[src/rtl/regfile_writeback_queue.sv]
// regfile_writeback_queue: in-order result queue draining one write per cycle into the register file.
// Define WB_FORWARD_EN to add the fwdReg/fwdHit/fwdData youngest-entry lookup.
module regfile_writeback_queue #(
    parameter int DEPTH = 4,
    parameter int PTR_W = 2
) (
    input  logic        clock,
    input  logic        reset,
    input  logic        inValid,
    output logic        inReady,
    input  logic [4:0]  inReg,
    input  logic [31:0] inData,
    input  logic        wbStall,
    output logic        regWrite,
    output logic [4:0]  writeRegister,
    output logic [31:0] writeData,
    output logic [31:0] pending,
`ifdef WB_FORWARD_EN
    input  logic [4:0]  fwdReg,
    output logic        fwdHit,
    output logic [31:0] fwdData,
`endif
    output logic        full,
    output logic        empty
);
    logic [4:0]       regQ  [DEPTH];
    logic [31:0]      dataQ [DEPTH];
    logic [PTR_W-1:0] head, tail;
    logic [PTR_W:0]   count;
    logic             push, pop;
    assign full    = count == (PTR_W+1)'(DEPTH);
    assign empty   = count == '0;
    assign inReady = !full;
    // Writes to $zero complete the handshake but are dropped here.
    assign push    = inValid && inReady && inReg != 5'd0;
    assign pop     = !empty && !wbStall;
    always_ff @(posedge clock) begin
        if (reset) begin
            head          <= '0;
            tail          <= '0;
            count         <= '0;
            regWrite      <= 1'b0;
            writeRegister <= '0;
            writeData     <= '0;
        end else begin
            if (push) tail <= tail + PTR_W'(1);
            if (pop) head <= head + PTR_W'(1);
            count    <= count + (PTR_W+1)'(push) - (PTR_W+1)'(pop);
            regWrite <= pop;
            if (pop) begin
                writeRegister <= regQ[head];
                writeData     <= dataQ[head];
            end
        end
    end
    always_ff @(posedge clock) begin
        if (push) begin
            regQ[tail]  <= inReg;
            dataQ[tail] <= inData;
        end
    end
    always_comb begin
        pending = '0;
        for (int k = 0; k < DEPTH; k++)
            if ((PTR_W+1)'(k) < count) pending[regQ[head + PTR_W'(k)]] = 1'b1;
        pending[0] = 1'b0;
    end
`ifdef WB_FORWARD_EN
    // Walk oldest to youngest so the last match is the youngest entry.
    always_comb begin
        fwdHit  = 1'b0;
        fwdData = '0;
        for (int k = 0; k < DEPTH; k++) begin
            if ((PTR_W+1)'(k) < count && regQ[head + PTR_W'(k)] == fwdReg && fwdReg != 5'd0) begin
                fwdHit  = 1'b1;
                fwdData = dataQ[head + PTR_W'(k)];
            end
        end
    end
`endif
endmodule

[config.mk]
export PLATFORM = sky130hd
export DESIGN_NAME = regfile_writeback_queue
export DESIGN_NICKNAME = d
export VERILOG_FILES = /design/src/rtl/regfile_writeback_queue.sv
export SDC_FILE = /design/constraint.sdc
export NUM_CORES = 1
export LEC_CHECK = 0
export BUFFER_PORTS_ARGS = -buffer_cell sky130_fd_sc_hd__buf_2
export CAP_MARGIN = 10
export CORE_AREA = 2 2 159 161
export CTS_CLUSTER_SIZE = 25
export DETAILED_ROUTE_END_ITERATION = 10
export DIE_AREA = 0 0 161 163
export PLACE_DENSITY = 0.57
export SYNTH_ARGS = -nofsm -noshare
export SYNTH_HDL_FRONTEND = slang
export SYNTH_SLANG_ARGS = --single-unit
[constraint.sdc]
create_clock -name clock -period 8.1 [get_ports clock]
set_clock_uncertainty 0.2 [all_clocks]
set_input_delay 2.025 -clock clock [delete_from_list [all_inputs] [get_ports clock]]
set_output_delay 2.025 -clock clock [all_outputs]
set_load 0.03 [all_outputs]
==> flow_summary.ini <==
[clock_tree]
clk_pin_slew_ns = 0.07
postCtsSetupRepairBufs = 0
cts_sinks = 195
cts_tree = done
cts_buffers = 17
cts_buffer_depth = 2
cts_root_buffer = clkbuf_16
insertion_delay_ns = 0.42
ctsHtreeMaxLevel = 4
cts_hold_buf = 0
cts_resized = 0

[worst_setup_path]
cp_top_family = flip-flops
r2r_start = count[0]$_SDFF_PP0_
critPathKind = flip-flop to output port
path_max_fanout = 49
path_depth = 5
r2r_cells = 9
critPathCapture = pending[6]
critPathArrivalTime_ns = 3.42
reg2reg_to = count[2]$_SDFF_PP0_
worst-path-buf-inv = 1
cpMaxStageDelayCell = dfxtp_4
slowest_delay_ns = 0.99
cp-start-kind = flip-flop
reg2reg_slack_ns = 4.77
endpoint_kind = output port
required_ns = 5.88
worstPathCellList = mux4_2 -> or4b_1 -> o22ai_1 -> a221o_1 -> buf_2
crit_start = head[0]$_SDFFE_PP0P_

[synth]
synthAdderAreaFrac = 0.0143
synth_top_area_frac = 0.528
syn_area_mm2 = 0.00842
synth_seq_cells = 195
synth_xor_area_frac = 0.00416
synth_top_family_by_area = multiplexers
synth_compound_area_frac = 0.0853
yosys-mux-area-fraction = 0.140
syn_inst = 566
synth_flop_cell = edfxtp_1
yosysTopAreaCell = edfxtp_1
syn_avg_cell_area_um2 = 14.9
ys_seq_area_frac = 0.640
synthArstFlopShare = 0
synthTopCellsByArea = edfxtp_1 53%, mux4_2 14%, dfxtp_1 11%
synth_edf_count = 148
synth_warnings = 0
synthDistinctLibCells = 39
synth-simple-area-share = 0.0918
syn_nets = 616

[status]
status = finished, final reports clean

[finish]
nets = 714
area_delta_synth_final_pct = 16.8
final_cell_mix = 148 x edfxtp_1, 112 x buf_2, 79 x nand2_1, 51 x mux4_2, 45 x dfxtp_1
fill_cells = 2326
final_common_cell = edfxtp_1
drive_gt1_frac = 0.316
stdcell_area_mm2 = 0.00983

[power]
combPwrFrac = 0.325
vdd_drop_max_uv = 192
clockPowerShare = 0.250
total_power_uw = 3190
switching_share = 0.360
cellLeakagePower_uw = 0.00340
seqPwrFrac = 0.425
cellPowerDensity_mw_per_mm2 = 324
intPower_uw = 2040
p_switching_uw = 1150

[sta]
timing.fmax_mhz = 177
final_hold_viol_count = 0
fin_crit_sh = 0.697
rsz0062_at_grt = false
worst_slew_pin_slew_ns = 1.10
maxSlewHeadroom = 0.267
slew_violations = 0
tns_ns = 0
fin_crit_ns = 5.64
fin_hold_ws_ns = 0.256
setup_violations = 0
fin_ws_ns = 2.46

[route]
drt-initial-drc-count = 347
vias = 5250
via_per_inst = 5.20
drcViolationCount = 0
wl_per_cell_um = 19.8
antenna_violating_nets_post_route = 0
drt_first_pass_iters = 7
drt_wl_total_um = 20000

[die]
coreArea_mm2 = 0.0247
die_area_mm2 = 0.0262
die-width_um = 161
die_height_um = 163
initial_core_util = 0.341
ioPinCount = 114
rows = 58

[job]
timing.max_cap.violations = 0

[placed_design]
pre_cts_ws_ns = 2.85
gp_congestion = 0.839
port_buffers = 112
placed_cell_area_mm2 = 0.00925
dp_hpwl_um = 12800

[worst_hold_path]
worstHoldPathType = flip-flop to flip-flop

[global_routing]
grt_start_max_net_pins = 50
grt_pass1_vias = 5362
grt_use_total = 0.156
grt_pass1_wl_um = 31100
grt-ovfl-total = 0
antenna_found_initial = 2
-- power by group through the flow --
| stage | Sequential, uW | Clock [uW] | Combinational, uW |
|---|---|---|---|
| final | 1350 | 796 | 1040 |
| after global routing | 1380 | 852 | 1120 |
| after CTS | 1360 | 815 | 1040 |
| after detailed placement | 1390 | 0 | 1040 |
| after global placement | 1380 | 0 | 1040 |
| after floorplan | 1390 | 0 | 738 |
-- final cells by class --
class / instances / area [um2] / area share
multi-input combinational: 325 / 2830 / 0.288
clock buffer: 19 / 454 / 0.0462
sequential: 195 / 5390 / 0.548
timing repair buffer: 115 / 583 / 0.0593
tap: 330 / 413 / 0.0420
antenna: 2 / 5.00 / 0.000509
inverter: 10 / 37.5 / 0.00382
clock inverter: 13 / 121 / 0.0123
-- registers in the layout, summed over array words and instances, names as in the netlist, named ones only --
register / count
regQ: 20
dataQ: 128
count: 3
writeData: 32
writeRegister: 5
regWrite: 1
head: 2
tail: 2
-- through the flow --
stage	utilization	instances
finish	0.399	1009
global placement	0.375	975
floorplan	-	566
detailed placement	0.375	975
CTS	0.398	1007
global route	0.398	1007
-- logic make-up (layout without fill, tap and decap cells) --
logic type | after synthesis | after routing
AO/OA/AOI/OAI | 102 | 102
XOR/XNOR | 4 | 4
adder cells (fa/ha/maj) | 9 | 9
other | 1 | 3
flip-flops | 195 | 195
multiplexers | 52 | 52
AND/OR/NAND/NOR | 157 | 157
buffers and inverters | 46 | 157
-- worst reg2reg max path, cell delays in order (launching register included) --
cell	delay, ns
dfxtp_1	0.37
nor3_1	0.53
or2_2	0.84
inv_1	0.15
ha_1	0.32
inv_1	0.04
ha_1	0.18
fa_1	0.37
xor2_1	0.13
nor2_1	0.05
-- layer usage --
metal | track usage | wire (um) | up-vias
li1 | - | - | 2425
met1 | 0.195 | 8520 | 2628
met2 | 0.270 | 9990 | 183
met3 | 0.0438 | 1330 | 12
met5 | 0 | 7 | -
met4 | 0.0341 | 142 | 2
-- how the worst min path moves through the flow --
| stage | cells past startpoint | endpoint | start | slack (ns) |
|---|---|---|---|---|
| floorplan | 2 | tail[1]$_SDFFE_PP0P_ | tail[1]$_SDFFE_PP0P_ | 0.27 |
| global placement | 2 | writeData[3]$_SDFFE_PP0P_ | writeData[3]$_SDFFE_PP0P_ | 0.24 |
| detailed placement | 2 | writeData[11]$_SDFFE_PP0P_ | writeData[11]$_SDFFE_PP0P_ | 0.25 |
| CTS | 2 | writeData[11]$_SDFFE_PP0P_ | writeData[11]$_SDFFE_PP0P_ | 0.26 |
| global route | 2 | writeData[16]$_SDFFE_PP0P_ | writeData[16]$_SDFFE_PP0P_ | 0.28 |
| finish | 2 | writeData[11]$_SDFFE_PP0P_ | writeData[11]$_SDFFE_PP0P_ | 0.26 |
-- synthesized netlist by cell type (5+ instances only) --
master    instances
buf_2             9
nand3b_1          6
a221o_1          26
o22ai_1          31
dfxtp_1          47
a221o_2           5
clkbuf_1         20
nand2_1          79
a21oi_1          38
nor2_1           23
nor2b_1           9
nand2b_1          7
and2_1            5
mux4_2           51
edfxtp_1        148
ha_1              8
or3b_1            6
inv_1            10
(Power assumes the default switching activity.)
